File: src/rtl/zebu_rst_seq_if.sv
// Handshake and status bundle for the multi-channel reset sequencer.
// master: the controlling side (bench or SoC glue); slave: the sequencer itself.
interface zebu_rst_seq_if #(
    parameter int NUM_CH = 4
);
    logic              sw_req;
    logic [NUM_CH-1:0] ch_mask;
    logic              wdog_kick;
    logic [NUM_CH-1:0] rst_n_out;
    logic              busy;
    logic              done;
    logic [7:0]        seq_count;
    logic              wdog_fired;

    modport master (
        output sw_req, ch_mask, wdog_kick,
        input  rst_n_out, busy, done, seq_count, wdog_fired
    );

    modport slave (
        input  sw_req, ch_mask, wdog_kick,
        output rst_n_out, busy, done, seq_count, wdog_fired
    );
endinterface

File: src/rtl/zebu_rst_seq.sv
// Multi-channel reset sequencer: PRE delay, common assert window, then
// staggered per-channel release, with software re-trigger.
// Optional watchdog enabled by defining ZEBU_RST_SEQ_WDOG_EN.
// A single counter spans ASSERT and RELEASE: channel i is held low while
// the counter is below ASSERT_CYCLES + i*STAGGER_CYCLES.
module zebu_rst_seq #(
    parameter int NUM_CH         = 4,
    parameter int PRE_CYCLES     = 5,
    parameter int ASSERT_CYCLES  = 20,
    parameter int STAGGER_CYCLES = 8,
    parameter int CNT_W          = 16,
    parameter int WDOG_CYCLES    = 1000
) (
    input  logic           clk,
    input  logic           rst,
    zebu_rst_seq_if.slave  bus
);

    localparam logic [1:0] ST_PRE     = 2'd0;
    localparam logic [1:0] ST_ASSERT  = 2'd1;
    localparam logic [1:0] ST_RELEASE = 2'd2;
    localparam logic [1:0] ST_RUN     = 2'd3;

    localparam logic [CNT_W-1:0] PRE_END   = CNT_W'(PRE_CYCLES);
    localparam logic [CNT_W-1:0] REL_START = CNT_W'(ASSERT_CYCLES);
    localparam logic [CNT_W-1:0] SEQ_END   = CNT_W'(ASSERT_CYCLES + (NUM_CH - 1) * STAGGER_CYCLES);

    logic [1:0]        state_reg, state_next;
    logic [CNT_W-1:0]  cnt_reg, cnt_next, cnt_inc;
    logic [NUM_CH-1:0] mask_reg, mask_next;
    logic              sw_req_reg;
    logic              done_reg, done_next;
    logic [7:0]        seq_count_reg, seq_count_next;
    logic              busy_reg;
    logic [NUM_CH-1:0] rst_n_reg, rst_n_next;
    logic              seq_active_next;
    logic              wdog_hit;

    assign cnt_inc         = cnt_reg + 1'b1;
    assign seq_active_next = (state_next == ST_ASSERT) || (state_next == ST_RELEASE);

    // Next-state logic; a sampled request restarts the assert window one edge later
    always_comb begin
        state_next     = state_reg;
        cnt_next       = cnt_reg;
        mask_next      = mask_reg;
        done_next      = 1'b0;
        seq_count_next = seq_count_reg;
        case (state_reg)
            ST_PRE: begin
                if (cnt_reg == PRE_END) begin
                    state_next = ST_ASSERT;
                    cnt_next   = '0;
                    mask_next  = bus.ch_mask;
                end else begin
                    cnt_next = cnt_inc;
                end
            end
            ST_ASSERT, ST_RELEASE: begin
                if (sw_req_reg) begin
                    // restart keeps the mask latched for this sequence
                    state_next = ST_ASSERT;
                    cnt_next   = '0;
                end else begin
                    cnt_next = cnt_inc;
                    if (cnt_inc == SEQ_END) begin
                        state_next = ST_RUN;
                        done_next  = 1'b1;
                        if (seq_count_reg != 8'hFF) begin
                            seq_count_next = seq_count_reg + 8'd1;
                        end
                    end else if (cnt_inc >= REL_START) begin
                        state_next = ST_RELEASE;
                    end else begin
                        state_next = ST_ASSERT;
                    end
                end
            end
            default: begin
                if (sw_req_reg || wdog_hit) begin
                    state_next = ST_ASSERT;
                    cnt_next   = '0;
                    mask_next  = bus.ch_mask;
                end
            end
        endcase
    end

    // Per-channel release threshold; slots are by index regardless of mask
    for (genvar gi = 0; gi < NUM_CH; gi++) begin : g_ch
        localparam logic [CNT_W-1:0] REL_AT = CNT_W'(ASSERT_CYCLES + gi * STAGGER_CYCLES);
        assign rst_n_next[gi] = !(mask_next[gi] && seq_active_next && (cnt_next < REL_AT));
    end

    // Sequencer state and registered outputs
    always_ff @(posedge clk) begin
        if (rst) begin
            state_reg     <= ST_PRE;
            cnt_reg       <= '0;
            mask_reg      <= '1;
            sw_req_reg    <= 1'b0;
            done_reg      <= 1'b0;
            seq_count_reg <= 8'd0;
            busy_reg      <= 1'b1;
            rst_n_reg     <= '1;
        end else begin
            state_reg     <= state_next;
            cnt_reg       <= cnt_next;
            mask_reg      <= mask_next;
            sw_req_reg    <= bus.sw_req;
            done_reg      <= done_next;
            seq_count_reg <= seq_count_next;
            busy_reg      <= (state_reg != ST_RUN);
            rst_n_reg     <= rst_n_next;
        end
    end

`ifdef ZEBU_RST_SEQ_WDOG_EN
    localparam logic [CNT_W-1:0] WDOG_END = CNT_W'(WDOG_CYCLES - 1);

    logic [CNT_W-1:0] wdog_cnt_reg;
    logic             wdog_hit_reg;
    logic             wdog_fired_reg;

    // Watchdog counts only in RUN; expiry behaves like a sampled sw_req
    always_ff @(posedge clk) begin
        if (rst) begin
            wdog_cnt_reg   <= '0;
            wdog_hit_reg   <= 1'b0;
            wdog_fired_reg <= 1'b0;
        end else begin
            wdog_hit_reg <= 1'b0;
            if (state_reg != ST_RUN) begin
                wdog_cnt_reg <= '0;
            end else begin
                if (bus.wdog_kick) begin
                    wdog_cnt_reg <= '0;
                end else begin
                    wdog_cnt_reg <= wdog_cnt_reg + 1'b1;
                end
                // a same-cycle sw_req takes the restart instead of the watchdog
                wdog_hit_reg <= (wdog_cnt_reg == WDOG_END) && !bus.wdog_kick && !bus.sw_req;
            end
            if (wdog_hit_reg && (state_reg == ST_RUN)) begin
                wdog_fired_reg <= 1'b1;
            end
        end
    end

    assign wdog_hit       = wdog_hit_reg;
    assign bus.wdog_fired = wdog_fired_reg;
`else
    logic unused_wdog;
    assign unused_wdog    = bus.wdog_kick | (WDOG_CYCLES < 0);
    assign wdog_hit       = 1'b0;
    assign bus.wdog_fired = 1'b0;
`endif

    assign bus.rst_n_out = rst_n_reg;
    assign bus.busy      = busy_reg;
    assign bus.done      = done_reg;
    assign bus.seq_count = seq_count_reg;

endmodule

File: src/flat_wrapper.sv
// flat-port wrapper written by rule: the top's interface ports become plain ports
module zebu_rst_seq_flat 
#(
    parameter int NUM_CH         = 4,
    parameter int PRE_CYCLES     = 5,
    parameter int ASSERT_CYCLES  = 20,
    parameter int STAGGER_CYCLES = 8,
    parameter int CNT_W          = 16,
    parameter int WDOG_CYCLES    = 1000
)
  (clk, rst, bus_sw_req, bus_ch_mask, bus_wdog_kick, bus_rst_n_out, bus_busy, bus_done, bus_seq_count, bus_wdog_fired);
  zebu_rst_seq_if #(.NUM_CH(NUM_CH)) bus_i ();
  input  logic clk;
  input  logic rst;
  input wire logic [$bits(bus_i.sw_req)-1:0] bus_sw_req;
  input wire logic [$bits(bus_i.ch_mask)-1:0] bus_ch_mask;
  input wire logic [$bits(bus_i.wdog_kick)-1:0] bus_wdog_kick;
  output wire logic [$bits(bus_i.rst_n_out)-1:0] bus_rst_n_out;
  output wire logic [$bits(bus_i.busy)-1:0] bus_busy;
  output wire logic [$bits(bus_i.done)-1:0] bus_done;
  output wire logic [$bits(bus_i.seq_count)-1:0] bus_seq_count;
  output wire logic [$bits(bus_i.wdog_fired)-1:0] bus_wdog_fired;
  assign bus_i.sw_req = bus_sw_req;
  assign bus_i.ch_mask = bus_ch_mask;
  assign bus_i.wdog_kick = bus_wdog_kick;
  assign bus_rst_n_out = bus_i.rst_n_out;
  assign bus_busy = bus_i.busy;
  assign bus_done = bus_i.done;
  assign bus_seq_count = bus_i.seq_count;
  assign bus_wdog_fired = bus_i.wdog_fired;
  zebu_rst_seq #(.NUM_CH(NUM_CH), .PRE_CYCLES(PRE_CYCLES), .ASSERT_CYCLES(ASSERT_CYCLES), .STAGGER_CYCLES(STAGGER_CYCLES), .CNT_W(CNT_W), .WDOG_CYCLES(WDOG_CYCLES)) u_core (.clk(clk), .rst(rst), .bus(bus_i));
endmodule
File: config.mk
export PLATFORM = sky130hd
export DESIGN_NAME = zebu_rst_seq_flat
export DESIGN_NICKNAME = d
export VERILOG_FILES = /design/src/rtl/zebu_rst_seq_if.sv /design/src/rtl/zebu_rst_seq.sv /design/src/flat_wrapper.sv
export SDC_FILE = /design/constraint.sdc
export NUM_CORES = 1
export LEC_CHECK = 0
export ABC_AREA = 1
export CORE_MARGIN = 2
export CORE_UTILIZATION = 60
export CTS_BUF_LIST = sky130_fd_sc_hd__clkbuf_4 sky130_fd_sc_hd__clkbuf_8 sky130_fd_sc_hd__clkbuf_16
export CTS_CLUSTER_SIZE = 25
export DETAILED_ROUTE_END_ITERATION = 6
export PLACE_DENSITY_LB_ADDON = 0.1
export RECOVER_POWER = 25
export SLEW_MARGIN = 20
export SYNTH_ARGS = -nofsm -noshare
export SYNTH_HDL_FRONTEND = slang
export SYNTH_SLANG_ARGS = --single-unit
File: constraint.sdc
create_clock -name clk -period 3.3 [get_ports clk]
set_input_delay 0.495 -clock clk [delete_from_list [all_inputs] [get_ports clk]]
set_output_delay 0.495 -clock clk [all_outputs]
set_load 0.02 [all_outputs]
; ---- Yosys cells after proc, flatten, opt, wreduce, memory -nomap -nowiden
; Index checks and enable logic that the tools add are counted.
[classes]
add_sub_neg = 2
order_cmp = 5
n_eq_ne = 8
muxes = 14
bitwise_logic = 2
n_reduce_logical = 17
[ops]
columns = op, n
row1 = two-way mux 16 bit, 3
row2 = "less-than comparator 16 x 5 -> 1 bit, second input constant", 2
row3 = "less-than comparator 16 x 6 -> 1 bit, second input constant", 2
row4 = case mux 16 bit (2 select lines), 1
row5 = "adder 16 x 1 -> 16 bit, second input constant", 1
row6 = "== test 16 x 3 -> 1 bit, second input constant", 1
row7 = "== test 16 x 6 -> 1 bit, second input constant", 1
row8 = "greater-or-equal comparator 16 x 5 -> 1 bit, second input constant", 1
row9 = two-way mux 2 bit, 5
row10 = "adder 8 x 1 -> 8 bit, second input constant", 1
row11 = logical AND 1 bit, 8
row12 = two-way mux 4 bit, 2
row13 = "inequality test 8 bit, second input constant", 1
row14 = case mux 4 bit (2 select lines), 1
row15 = "== test 2 x 1 -> 1 bit, second input constant", 2
row16 = "== test 2 bit, second input constant", 2
row17 = zero test 1 bit, 4
row18 = case mux 2 bit (2 select lines), 1
row19 = AND reduction 4 bit, 1
row20 = OR reduction 3 bit, 1
row21 = zero test 2 bit, 1
row22 = "inequality test 2 bit, second input constant", 1
row23 = NOT 1 bit, 2
row24 = OR reduction 2 bit, 1
row25 = 2 further kinds, 2
[word_totals]
regBits = 37
in_bits = 8
elab_cells = 56

; ---- Logic depth before layout (Yosys ltp)
; Gate-level depths: netlist of run 1.
[depth]
word_depth = 11
mapped_depth = 17

; ---- Least setup slack after synthesis of run 1
; Ideal clock, no wire load.
[synth_path]
path_type = register to register
startpoint = reg u_core.state_reg[1]
endpoint = reg u_core.rst_n_reg[2] (netlist: u_core.bus.rst_n_out[2])
t_arrival_ps = 1952
setup_slack_ps = 1286
stages_incl_launch_ff = 15
path_cell_list = dfxtp_1 -> inv_1 -> ha_1 -> inv_1 -> nor2_1 -> inv_1 -> nand2_2 -> nand2_2 -> o21bai_1 -> inv_1 -> nand2_1 -> nand3_1 -> nand2_1 -> nor2_1 -> nand3_1
[synth_between]
elab_chain_len = 8
[synth_lines]
columns = element, line
row1 = start: declaration, zebu_rst_seq.sv:28  ; logic [1:0] state_reg, state_next;
row2 = start signal: assignment, zebu_rst_seq.sv:107  ; state_reg <= state_next;
row3 = "parallel branches: the longest is 6 deep, another holds less-than comparator 16 x 6 -> 1 bit", -
row4 = logical AND 1 bit *, zebu_rst_seq.sv:92  ; assign rst_n_next[gi] = !(mask_next[gi] && seq_active_next && (cnt_next < REL_AT));
row5 = zero test 1 bit *, zebu_rst_seq.sv:92
row6 = end signal: assignment, zebu_rst_seq.sv:114  ; rst_n_reg <= rst_n_next;
row7 = end: declaration, zebu_rst_seq.sv:35  ; logic [NUM_CH-1:0] rst_n_reg, rst_n_next;
; Every way passes the cells marked *.
; A chain may end at the register's enable or synchronous reset.

; ---- Worst setup path in the final report of run 1
; Ends and elaborated chain as after synthesis.

==> flow_metrics.py, run 1 <==
metrics = {
    "global_routing": {
        "grtUsageMet2_pct": 42.1,
        "grt_max_degree": 25,
        "grt_busiest_layer": "met2",
        "use_met3_pct": 4.17,
        "grtUsageMet1_pct": 39.4,
        "grt_pass1_vias": 2081,
        "grt_overflow": 0,
        "antenna_found_initial": 0,
        "grt_pass1_wl_um": 9520,
        "grt_util_all_layers_pct": 27.6,
    },
    "yosys": {
        "synthMuxAreaShare_pct": 0,
        "ys_warn_count": 0,
        "synth_xor_area_share_pct": 2.92,
        "ys_seq_area_share_pct": 30.9,
        "synth_fp_nets": 403,
        "synth_cell_types": 29,
        "synth_compound_area_share_pct": 10.4,
        "synthCells": 388,
        "synthAdderAreaFrac_pct": 3.65,
        "synth_seq_cells": 37,
        "syn-cell-area_sq_um": 2400,
        "synth_top_family_by_area": "simple AND/OR/NAND/NOR gates",
        "synth-simple-area-share_pct": 41.1,
        "avgSynthCellArea_sq_um": 6.18,
    },
    "detailed_routing": {
        "avgViaCountPerCell": 5.27,
        "wl_per_cell_um": 12.1,
        "drt_iter0_markers": 133,
        "final_antenna_net_count": 0,
        "vias": 2399,
        "wl_um": 5520,
        "first_pass_iters": 4,
        "drc_errors": 0,
    },
    "die": {
        "rows": 22,
        "fp.dieH_um": 67.2,
        "die-area_sq_um": 4520,
        "coreArea_sq_um": 3740,
        "start_util_pct": 64.0,
        "die_w_um": 67.2,
        "io_pins": 23,
    },
    "cells_and_area": {
        "final_util_pct": 72.1,
        "largest_reg_flops": 16,
        "synthToLayoutAreaGrowth_pct": 12.6,
        "num_antenna_cells": 0,
        "nNetsFinal": 423,
        "layout-drive-gt1-share_pct": 4.91,
    },
    "sta": {
        "max_slew_margin_pct": 28.8,
        "min_period_over_period_pct": 76.6,
        "rsz0062_at_grt": "false",
        "maxSlewViolCount": 0,
        "skew_ns": 0.00669,
        "finalHoldViolCount": 0,
        "finalSetupViolCount": 0,
        "period_minus_slack_ns": 2.53,
        "setup-tns-final_ns": 0,
        "tightestPinTransition_ns": 1.07,
        "fmax_mhz": 396,
    },
    "pwr": {
        "p_leak_nw": 1.21,
        "peakVddDrop_uv": 436,
        "power_density_nw_per_um2": 404,
        "power_mw": 1.09,
    },
    "setup_path": {
        "worstPathCellList": "inv_1 > ha_1 > inv_1 > nor2_1 > inv_1 > nand2_2 > nand2_2 > o21bai_1 > inv_1 > nand2_1 > nand3_1 > nand2_1 > nor2_1 > nand3_1",
        "worst-path-max-fanout": 10,
        "required_ns": 3.53,
        "r2r_cells": 14,
        "cpMostUsedCell": "inv_1",
        "critical_path_class": "register to register",
        "cp_num_buf_inv": 4,
        "crit_family": "simple AND/OR/NAND/NOR gates",
        "critPathMaxStageDelay_ns": 0.39,
        "cp-start-kind": "register",
        "critical_path_arrival_ns": 2.76,
        "endpoint_kind": "register",
        "crit_cells": 14,
        "cp_slowest_cell": "dfxtp_1",
    },
    "placed_design": {
        "place_hpwl_um": 4170,
        "gp_congestion": 0.899,
        "portBuffers": 20,
    },
    "clock_tree": {
        "h-tree-depth": 2,
        "numCtsBuffers": 5,
        "clockBufferDepth": 2,
        "cts.sinks": 37,
        "clock_latency_ns": 0.29,
        "cts.clk_slew.worst_paths_ns": 0.07,
        "cts_root_buffer": "clkbuf_8",
        "cts_hold_buf": 0,
        "cts_resized": 0,
        "cts_setup_buffers": 0,
        "cts_tree": "built",
    },
    "job": {
        "maxCapViolations": 0,
    },
    "hold_path": {
        "holdPathStages": 2,
        "hold_class": "register to register",
    },
    "status": {
        "status": "finished, final reports clean",
    },
}
[routing by layer]
layer | part of all wire [%] | vias up
met5 | 0 | -
met4 | 1.7 | 0
met3 | 6.8 | 10
met2 | 43 | 72
met1 | 48 | 1060
li1 | - | 1257
[power breakdown]
part	internal [mW]	switching, mW
registers	0.485	0.0280
logic	0.104	0.184
clock network	0.139	0.150
[cell usage in the layout (no fill, tap or decap), types with 7 or more instances in the layout]
cell / synthesis / final
a21oi_1: 18 / 18
clkdlybuf4s50_1: 0 / 12
dfxtp_1: 37 / 37
dlygate4sd3_1: 0 / 8
ha_1: 7 / 7
inv_1: 58 / 58
nand2_1: 101 / 102
nand3_1: 31 / 31
nand4_1: 11 / 11
nor2_1: 57 / 57
o21ai_0: 14 / 14
xor2_1: 7 / 7
[Yosys cell counts]
cell type / number / share of area (%)
o21ai_2: 1 / 0.37
buf_4: 1 / 0.31
a21oi_1: 18 / 3.8
buf_2: 3 / 0.63
o21ai_0: 14 / 2.9
xor2_1: 7 / 2.6
and3_1: 1 / 0.26
nand2_1: 101 / 16
nand3b_4: 1 / 0.84
o21bai_1: 3 / 0.94
nor2_1: 57 / 8.9
dfxtp_1: 37 / 31
xnor2_1: 1 / 0.37
nand3b_1: 1 / 0.31
nand3_2: 2 / 0.84
nand3_1: 31 / 6.5
conb_1: 1 / 0.16
nor3_1: 6 / 1.3
ha_1: 7 / 3.7
a2bb2oi_1: 1 / 0.37
nor2_2: 3 / 0.78
nand4_1: 11 / 2.9
nand2_2: 5 / 1.3
nor2_4: 2 / 0.94
o211ai_1: 4 / 1.3
nand2b_1: 2 / 0.52
inv_1: 58 / 9.1
o21ai_1: 4 / 0.84
clkbuf_1: 5 / 0.78
[worst min-delay path: stages, from the launching register on]
cell and delay [ns]:
dfxtp_1 0.33, inv_1 0.07, a21oi_1 0.05
[cell type report]
cell class                 count  area (sq um)
clock buffer                   5          68.8
sequential                    37           741
timing repair buffer          22           211
inverter                      58           218
fill                         343          1040
clock inverter                 1          5.00
multi-input combinational    284          1400
tap                           48          60.1
[kinds of logic after synthesis]
kind of cell,count (synthesis)
AO/OA/AOI/OAI,45
other,1
buffers and inverters,67
adder cells (fa/ha/maj),7
flip-flops,37
AND/OR/NAND/NOR,223
XOR/XNOR,8
[metrics by stage]
| step | instances | setup slack (ns) | instance area, sq um | hold WS, ns |
|---|---|---|---|---|
| after CTS | 455 | 0.820 | 2710 | 0.507 |
| after global placement | 449 | 0.861 | 2630 | 0.487 |
| after detailed placement | 449 | 0.836 | 2630 | 0.496 |
| after global routing | 455 | 0.535 | 2700 | 0.533 |
| final | 455 | 0.772 | 2700 | 0.505 |
| after floorplan | 388 | 1.29 | 2400 | 0.494 |
[path summary, 6_finish.rpt]
kind                                   startpoint                              endpoint  slack (ns)
min reg2reg  u_core.bus.seq_count[1]$_SDFFE_PP0P_  u_core.bus.seq_count[1]$_SDFFE_PP0P_        0.50
max reg2reg        u_core.state_reg[1]$_SDFF_PP0_    u_core.bus.rst_n_out[2]$_SDFF_PP1_        0.77
max                u_core.state_reg[1]$_SDFF_PP0_    u_core.bus.rst_n_out[2]$_SDFF_PP1_        0.77
min          u_core.bus.seq_count[1]$_SDFFE_PP0P_  u_core.bus.seq_count[1]$_SDFFE_PP0P_        0.50
No activity file was read; power rests on OpenSTA's default activity.
==> run 2: changes to the inputs <==
Settings changed: CORE_UTILIZATION 60 to 52.
Clock period 3.3 ns to 2.2 ns, I/O delays scaled along.
==> flow_metrics.py, run 2 (same netlist as run 1, synthesis figures left out) <==
metrics = {
    "status": {
        "status": "finished, final reports clean",
    },
    "placed_design": {
        "place_hpwl_um": 4470,
        "dp.cells": 477,
        "portBuffers": 20,
        "pre_cts_ws_ns": 0.0233,
        "gp_congestion": 0.934,
        "place_area_sq_um": 2820,
    },
    "setup_path": {
        "endpoint_kind": "register",
        "critical_path_class": "register to register",
        "r2r_cells": 13,
        "critical_path_arrival_ns": 2.32,
        "crit_family": "simple AND/OR/NAND/NOR gates",
        "r2r_slack_ns": 0.08,
        "cp-start-kind": "register",
        "cpMostUsedCell": "nor2_4",
        "cp_num_buf_inv": 1,
        "crit_end": "u_core.bus.seq_count[5]$_SDFFE_PP0P_",
        "timing.rr.start": "u_core.cnt_reg[0]$_SDFFE_PP0P_",
        "reg2reg_to": "u_core.bus.seq_count[5]$_SDFFE_PP0P_",
        "startpoint": "u_core.cnt_reg[0]$_SDFFE_PP0P_",
        "cp_slowest_cell": "dfxtp_4",
        "worst-path-max-fanout": 4,
        "required_ns": 2.40,
        "worstPathCellList": "buf_4 > nand3_1 > nor2_4 > xor2_2 > nand3b_1 > nor2_2 > nand3_4 > nor2_4 > nand2_2 > nor2_4 > nand2_1 > nand2_1 > nor2_1",
        "crit_cells": 13,
        "critPathMaxStageDelay_ns": 0.37,
    },
    "cells_and_area": {
        "num_antenna_cells": 0,
        "layout-drive-gt1-share_pct": 20.4,
        "synthToLayoutAreaGrowth_pct": 31.8,
        "final_cell_area_sq_um": 3160,
        "final_common_cell": "nand2_1",
        "mostFrequentLayoutCells": "nand2_1 (95), inv_1 (56), nor2_1 (46), nand3_1 (30), dfxtp_1 (29)",
        "nNetsFinal": 451,
        "largest_reg_flops": 16,
        "finalNonFillerCells": 489,
    },
    "global_routing": {
        "grt_max_degree": 20,
        "grt_pass1_wl_um": 10100,
        "grt_pass1_vias": 2244,
        "grt_util_all_layers_pct": 24.5,
        "grt_overflow": 0,
        "antenna_found_initial": 0,
    },
    "die": {
        "fp.dieH_um": 71.9,
        "coreArea_sq_um": 4380,
        "io_pins": 23,
        "die_w_um": 71.9,
        "rows": 24,
        "start_util_pct": 54.7,
        "die-area_sq_um": 5170,
    },
    "detailed_routing": {
        "drt_iter0_markers": 122,
        "wl_um": 6360,
        "vias": 2566,
        "avgViaCountPerCell": 5.25,
        "wl_per_cell_um": 13.0,
        "drc_errors": 0,
        "first_pass_iters": 4,
        "final_antenna_net_count": 0,
    },
    "sta": {
        "period_minus_slack_ns": 2.12,
        "maxSlewViolCount": 0,
        "setup_ws_ns": 0.0820,
        "max_slew_margin_pct": 40.7,
        "min_period_over_period_pct": 96.3,
        "setup-tns-final_ns": 0,
        "finalHoldViolCount": 0,
        "timing.hold.ws_ns": 0.516,
        "skew_ns": 0.00652,
        "rsz0062_at_grt": "true",
        "fmax_mhz": 472,
        "tightestPinTransition_ns": 0.890,
        "finalSetupViolCount": 0,
    },
    "clock_tree": {
        "h-tree-depth": 2,
        "clock_latency_ns": 0.30,
        "cts_root_buffer": "clkbuf_8",
        "numCtsBuffers": 5,
        "cts_tree": "built",
        "cts.clk_slew.worst_paths_ns": 0.08,
        "cts_hold_buf": 0,
        "clockBufferDepth": 2,
        "cts.sinks": 37,
    },
    "pwr": {
        "power_density_nw_per_um2": 633,
        "peakVddDrop_uv": 617,
        "p_leak_nw": 1.42,
    },
    "job": {
        "maxCapViolations": 0,
    },
    "hold_path": {
        "hold_class": "register to register",
        "holdPathStages": 2,
    },
}
[run 2: worst register-to-register path: cells and delay by family (launching register included)]
kind                      cells  cell delay (ns)
buffers and inverters         1             0.12
xor gates and xnor gates      1             0.24
DFF                           1             0.37
and+or+nand+nor              11             1.29
[run 2: final cells by class]
type	count	area [sq um]
clock buffers	6	82.6
multi-input cells	284	1580
clock inverters	2	37.5
fillers	389	1220
flip-flops and latches	37	753
inverters	58	218
repair buffers	50	425
well taps	52	65.1
[run 2: metrics by stage]
| step | total power [mW] | utilization, % |
|---|---|---|
| after floorplan | 1.09 | - |
| after global placement | 1.31 | 64.2 |
| after detailed placement | 1.32 | 64.2 |
| after CTS | 1.94 | 67.1 |
| after global routing | 2.09 | 72.1 |
| final | 2.00 | 72.1 |
[run 2: timing repair]
action | 4_1_cts | 5_1_grt
setup endpoints to repair | 3 | 14
buffers inserted | 0 | 4
gates resized for setup | 2 | 54
pin swaps | 1 | 18
hold endpoints to repair | 0 | 0
[run 2: worst min path at each step]
stage | start | slack, ns | to
finish | u_core.bus.seq_count[0]$_SDFFE_PP0P_ | 0.52 | u_core.bus.seq_count[0]$_SDFFE_PP0P_
global placement | u_core.bus.seq_count[1]$_SDFFE_PP0P_ | 0.49 | u_core.bus.seq_count[1]$_SDFFE_PP0P_
detailed placement | u_core.bus.seq_count[1]$_SDFFE_PP0P_ | 0.50 | u_core.bus.seq_count[1]$_SDFFE_PP0P_
global route | u_core.bus.seq_count[1]$_SDFFE_PP0P_ | 0.55 | u_core.bus.seq_count[1]$_SDFFE_PP0P_
floorplan | bus_sw_req | 0.44 | u_core.sw_req_reg$_SDFF_PP0_
CTS | u_core.bus.seq_count[1]$_SDFFE_PP0P_ | 0.51 | u_core.bus.seq_count[1]$_SDFFE_PP0P_
[run 2: report_power, final]
part           total [mW]  internal (mW)  leakage, nW  switching [mW]
clock               0.625          0.369       0.0574           0.256
combinational       0.602          0.261         1.06           0.341
sequential          0.774          0.733        0.304          0.0409
[run 2: per-layer routing]
| metal | GRT usage (%) | vias up | part of all wire (%) |
|---|---|---|---|
| met5 | 0 | - | 0 |
| met4 | 6.29 | 0 | 1.5 |
| met3 | 4.17 | 10 | 5.1 |
| met2 | 39.6 | 65 | 47 |
| met1 | 34.1 | 1172 | 46 |
| li1 | - | 1319 | - |
==> run 3: changes to the inputs <==
Settings changed: CAP_MARGIN from default to 30.
==> results of run 3 <==
No change in the layout: final DEF, timing and power equal those of run 2.
